### src/rtl/s1_wr_arbiter.sv
// Round-robin write arbiter locking slave S1 to one master for a full AW/W/B transaction.
// Latency: grant registered 1 cycle after request; handshakes pass through combinationally (0 cycles).
// Backpressure: S1 READY/VALID pass straight to the granted master; all other masters see READY=0/BVALID=0.
//
// Ports:
//   ACLK, ARESETn            clock, asynchronous active-low reset
//   M_AW*/M_W*/M_B*          per-master handshakes, one bit per master
//   S1_AW*/S1_W*/S1_B*       single shared S1 write channel
//   grant_idx, grant_oh      registered grant (mux select / one-hot, zero when idle)
//   busy                     transaction in progress
//   bid_err                  sticky: B master-index field differed from the granted master
module s1_wr_arbiter #(
  parameter int NUM_M     = 4,
  parameter int MIDX_W    = 2,
  parameter int SID_WIDTH = 6
) (
  input  logic                 ACLK,
  input  logic                 ARESETn,
  input  logic [NUM_M-1:0]     M_AWVALID,
  output logic [NUM_M-1:0]     M_AWREADY,
  input  logic [NUM_M-1:0]     M_WVALID,
  input  logic [NUM_M-1:0]     M_WLAST,
  output logic [NUM_M-1:0]     M_WREADY,
  output logic [NUM_M-1:0]     M_BVALID,
  input  logic [NUM_M-1:0]     M_BREADY,
  output logic                 S1_AWVALID,
  input  logic                 S1_AWREADY,
  output logic                 S1_WVALID,
  output logic                 S1_WLAST,
  input  logic                 S1_WREADY,
  input  logic                 S1_BVALID,
  input  logic [SID_WIDTH-1:0] S1_BID,
  output logic                 S1_BREADY,
  output logic [MIDX_W-1:0]    grant_idx,
  output logic [NUM_M-1:0]     grant_oh,
  output logic                 busy,
  output logic                 bid_err
);

  typedef enum logic [1:0] {
    ST_IDLE = 2'd0,
    ST_AW   = 2'd1,
    ST_W    = 2'd2,
    ST_B    = 2'd3
  } state_t;

  state_t              r_state;
  logic [MIDX_W-1:0]   r_rr_ptr;
  logic [MIDX_W-1:0]   r_grant_idx;
  logic [NUM_M-1:0]    r_grant_oh;
  logic                r_bid_err;

  logic                w_st_aw;
  logic                w_st_w;
  logic                w_st_b;
  logic                w_sel_vld;
  logic [MIDX_W-1:0]   w_sel_idx;
  logic [MIDX_W-1:0]   w_cand;
  logic [MIDX_W-1:0]   w_bid_midx;
  logic                w_aw_hs;
  logic                w_w_last_hs;
  logic                w_b_hs;
  logic                w_unused_bid;

  assign w_st_aw    = (r_state == ST_AW);
  assign w_st_w     = (r_state == ST_W);
  assign w_st_b     = (r_state == ST_B);
  assign w_bid_midx = S1_BID[SID_WIDTH-1 -: MIDX_W];
  // Low BID bits belong to the originating master's own ID space; not used here.
  assign w_unused_bid = &{1'b0, S1_BID[SID_WIDTH-MIDX_W-1:0]};

  // Round-robin pick: scan offsets from the highest down so the lowest
  // offset from r_rr_ptr (the first requester at or after it) wins last.
  always_comb begin
    w_sel_vld = 1'b0;
    w_sel_idx = '0;
    w_cand    = '0;
    for (int k = NUM_M - 1; k >= 0; k--) begin
      w_cand = r_rr_ptr + MIDX_W'(k);
      if (M_AWVALID[w_cand]) begin
        w_sel_vld = 1'b1;
        w_sel_idx = w_cand;
      end
    end
  end

  // Combinational handshake gating. grant_oh is nonzero only outside IDLE,
  // and each channel is further qualified by its own state, so a reset
  // (which forces IDLE asynchronously) drops every handshake immediately.
  assign S1_AWVALID = w_st_aw & M_AWVALID[r_grant_idx];
  assign M_AWREADY  = r_grant_oh & {NUM_M{w_st_aw & S1_AWREADY}};

  assign S1_WVALID  = w_st_w & M_WVALID[r_grant_idx];
  assign S1_WLAST   = w_st_w & M_WLAST[r_grant_idx];
  assign M_WREADY   = r_grant_oh & {NUM_M{w_st_w & S1_WREADY}};

  assign M_BVALID   = r_grant_oh & {NUM_M{w_st_b & S1_BVALID}};
  assign S1_BREADY  = w_st_b & M_BREADY[r_grant_idx];

  assign w_aw_hs     = S1_AWVALID & S1_AWREADY;
  assign w_w_last_hs = S1_WVALID & S1_WREADY & S1_WLAST;
  assign w_b_hs      = S1_BVALID & S1_BREADY;

  always_ff @(posedge ACLK or negedge ARESETn) begin
    if (!ARESETn) begin
      r_state     <= ST_IDLE;
      r_rr_ptr    <= '0;
      r_grant_idx <= '0;
      r_grant_oh  <= '0;
      r_bid_err   <= 1'b0;
    end else begin
      case (r_state)
        ST_IDLE: begin
          if (w_sel_vld) begin
            r_grant_idx <= w_sel_idx;
            r_grant_oh  <= NUM_M'(1) << w_sel_idx;
            r_state     <= ST_AW;
          end
        end
        // A granted master dropping AWVALID is an AXI violation; we simply
        // wait here rather than re-arbitrating.
        ST_AW: begin
          if (w_aw_hs) r_state <= ST_W;
        end
        ST_W: begin
          if (w_w_last_hs) r_state <= ST_B;
        end
        ST_B: begin
          // Misrouted responses are flagged but still delivered to the
          // granted master, since only one write is ever outstanding.
          if (S1_BVALID && (w_bid_midx != r_grant_idx)) r_bid_err <= 1'b1;
          if (w_b_hs) begin
            r_state    <= ST_IDLE;
            r_grant_oh <= '0;
            r_rr_ptr   <= r_grant_idx + MIDX_W'(1);
          end
        end
        default: r_state <= ST_IDLE;
      endcase
    end
  end

  assign grant_idx = r_grant_idx;
  assign grant_oh  = r_grant_oh;
  assign busy      = (r_state != ST_IDLE);
  assign bid_err   = r_bid_err;

endmodule

### config.mk
export PLATFORM = sky130hd
export DESIGN_NAME = s1_wr_arbiter
export DESIGN_NICKNAME = d
export VERILOG_FILES = /design/src/rtl/s1_wr_arbiter.sv
export SDC_FILE = /design/constraint.sdc
export NUM_CORES = 1
export LEC_CHECK = 0
export CAP_MARGIN = 30
export CORE_MARGIN = 2
export CORE_UTILIZATION = 30
export DETAILED_ROUTE_END_ITERATION = 8
export PLACE_DENSITY_LB_ADDON = 0.3
export SYNTH_ARGS = -nofsm -noshare
export SYNTH_HDL_FRONTEND = slang
export SYNTH_SLANG_ARGS = --single-unit
### constraint.sdc
create_clock -name ACLK -period 1.8 [get_ports ACLK]
set_clock_uncertainty 0.05 [all_clocks]
set_input_delay 0.36 -clock ACLK [delete_from_list [all_inputs] [get_ports ACLK]]
set_output_delay 0.36 -clock ACLK [all_outputs]
set_load 0.01 [all_outputs]
==> flow_summary.ini, run 1 <==
[status]
status = complete, but fails checks
violations = negative setup slack

[timing]
fmax_mhz = 500
rsz0062_at_grt = true
hold_violations = 0
period_minus_slack_ns = 2.00
setup_violations = 11
slew_viol_final = 0
holdWs_ns = 0.390
timing.final.crit_share_pct = 111
worst_slew_pin_slew_ns = 0.542
slew_headroom_pct = 63.8
worst_slack_ns = -0.201
fin_tns_setup_ns = -1.54

[drt]
viasPerCell = 5.14
route.detailed.drc = 0
num_vias = 1007
wirelength_um = 2820
first_iter_violations = 27
ant_nets = 0
wl_per_cell_um = 14.4
dr.pass1.iters = 4

[pwr]
pwr-share-clk_pct = 7.1
p_seq_share_pct = 19.9
p_sw_share_pct = 39.0
powerDensity_nw_per_um2 = 1470
vdd_ir_drop_max_uv = 831
total_power_mw = 2.45
power_switching_uw = 957
leakage_nw = 0.821
intPower_mw = 1.49
combinationalPowerShare_pct = 73.0

[die]
ios = 51
coreArea_um2 = 2780
placementRows = 19
die_w_um = 58.5
die_h_um = 58.5
die_area_um2 = 3420
floorplan.initialDensity_pct = 32.0

[worst_setup_path]
critPathCaptureType = flop
critPathKind = flop to flop
crit_start = grant_idx[0]$_DFFE_PN0P_
critPathRequiredTime_ns = 1.91
crit_slowest_cell = or4_4
cp_cell_sequence = buf_6, mux4_2, buf_6, o221ai_4, buf_6, or4_4, o21a_1
cp_num_buf_inv = 3
worst_setup_path_start_kind = flop
worstPathMaxFanout = 3
max_stage_delay_ns = 0.46
cp_common_cell = buf_6
reg2reg_from = grant_idx[0]$_DFFE_PN0P_
cp.arrival_ns = 2.11
crit_family = simple AND/OR/NAND/NOR gates

[yosys]
syn_area_per_cell_um2 = 10.2
yosysWarnings = 0
netlist_area_um2 = 891
seq_area_frac_synth_pct = 30.9
synth_nets = 119
synth_cell_types = 34
post-synth-top-area-cell = dfrtp_1
synth.area.top_cells = dfrtp_1, and3_1, ha_1
ys_ff_latch = 11
synth_top_area_share_pct = 30.9
syn_inst = 87

[min_path]
min_path_type = input pin to asynchronous set/reset pin

[final_layout]
final_util_pct = 59.8
nets = 198
drive_gt1_share_pct = 41.8
fill_cells = 252
diodes = 0
syn2layout_area_growth_pct = 86.7

[clock_network]
htree_levels = 1
numCtsBuffers = 3
cts_tree = yes
clock-sinks = 11
cts_root_buf = clkbuf_4
clk_latency_ns = 0.27
clock_path_buffers = 2
path_clk_slew_ns = 0.08

[global_route]
overflow = 0
grt_max_degree = 12
grt.total_usage_pct = 17.1
antenna_found_initial = 0
grt_pass1_vias = 967
grt_pass1_wl_um = 4390

[flow_run]
cap_violations = 0

[placement]
pre_cts_ws_ns = -0.549
io_buffers = 46
place_congestion = 0.799
[Yosys cell counts]
| cell | number |
|---|---|
| o22ai_1 | 1 |
| nand2b_1 | 2 |
| nor2_1 | 2 |
| mux2_4 | 1 |
| buf_4 | 1 |
| a31o_2 | 1 |
| or2b_2 | 1 |
| and3_1 | 12 |
| and2_1 | 3 |
| a211oi_2 | 1 |
| o221ai_2 | 1 |
| a21o_2 | 1 |
| mux4_1 | 2 |
| ha_1 | 5 |
| mux4_2 | 2 |
| a21boi_2 | 1 |
| dfrtp_1 | 11 |
| and2_2 | 1 |
| nand2_1 | 6 |
| o21ai_0 | 4 |
| or4_1 | 1 |
| a21oi_1 | 3 |
| clkbuf_2 | 1 |
| xnor2_1 | 3 |
| nand3_1 | 2 |
| o21a_1 | 2 |
| inv_1 | 6 |
| a32o_1 | 4 |
| or4_4 | 1 |
| o22a_1 | 1 |
| a211o_1 | 1 |
| a22o_1 | 1 |
| a211oi_1 | 1 |
| buf_6 | 1 |
[layout by cell type (no fill, tap or decap), drive strengths merged, types with 5 or more instances in the layout]
cell           netlist  routed
and3                12      12
ha                   5       5
dfrtp               11      11
buf                  2      42
inv                  6       6
dlygate4sd2          0      14
nand2                6       6
clkdlybuf4s50        0      20
[cell families after synthesis]
family | share of synthesized area [%]
AO/OA/AOI/OAI | 20.9
XOR/XNOR | 2.95
adder cells (fa/ha/maj) | 7.02
buffers and inverters | 5.20
flip-flops | 30.9
multiplexers | 12.6
AND/OR/NAND/NOR | 20.4
[registers in the layout, summed over array words and instances, names as in the netlist]
name	count
r_rr_ptr	2
grant_oh	4
bid_err	1
r_state	2
grant_idx	2
[area by class of cell]
class	instances	area (um2)	area share (%)
Clock buffer	4	26.3	1.58
Sequential cell	11	278	16.7
Tap cell	31	38.8	2.33
Multi-Input combinational cell	67	634	38.1
Inverter	6	25.0	1.50
Timing Repair Buffer	77	661	39.7
[timing repair]
item | CTS | global route
setup buffers | 9 | 3
gates resized for setup | 87 | 4
pin swaps | 9 | 4
endpoints found under the setup margin | 25 | 14
cloned | 0 | 0
endpoints found under the hold margin | 0 | 0
hold buffers | 0 | 0
[per-layer routing]
metal / vias up / track usage, % / wire (um)
li1: 486 / - / -
met1: 468 / 19.7 / 1090
met2: 53 / 31.9 / 1510
met3: 0 / 3.52 / 227
met4: 0 / 4.32 / 0
met5: - / 0 / 0
[worst reg2reg max path, stage by stage (launching register included)]
cell and delay (ns):
dfrtp_2 0.43, buf_6 0.12, mux4_2 0.35, buf_6 0.11
o221ai_4 0.12, buf_6 0.14, or4_4 0.46, o21a_1 0.12
[final timing paths]
| kind | endpoint | slack [ns] | depth (start not counted) |
|---|---|---|---|
| min in group ACLK | bid_err$_DFFE_PN0P_ | 0.46 | 1 |
| hold / removal | bid_err$_DFFE_PN0P_ | 0.39 | 1 |
| hold reg to reg | bid_err$_DFFE_PN0P_ | 0.46 | 1 |
| max in group asynchronous | grant_idx[0]$_DFFE_PN0P_ | 0.92 | 1 |
| setup / recovery | r_state[0]$_DFFE_PN0P_ | -0.20 | 7 |
| setup reg to reg | r_state[0]$_DFFE_PN0P_ | -0.20 | 7 |
[power groups by stage]
stage	sequential, mW	clock (mW)	combinational (mW)
after floorplan	0.472	0	0.750
after global placement	0.478	0	1.35
after detailed placement	0.487	0	1.38
after CTS	0.489	0.180	1.68
after global routing	0.505	0.195	1.93
final	0.488	0.175	1.79
[stage by stage]
stage | instances | instance area (um2)
floorplan | 87 | 891
global placement | 180 | 1510
detailed placement | 180 | 1510
CTS | 193 | 1620
global route | 196 | 1660
finish | 196 | 1660
Note: power is estimated with default switching activity, not from simulation.
==> inputs of run 2 (changes only) <==
ABC_CLOCK_PERIOD_IN_PS = 1800   (was default)
==> results of run 2 <==
No change in the layout: final DEF, timing and power equal those of run 1.
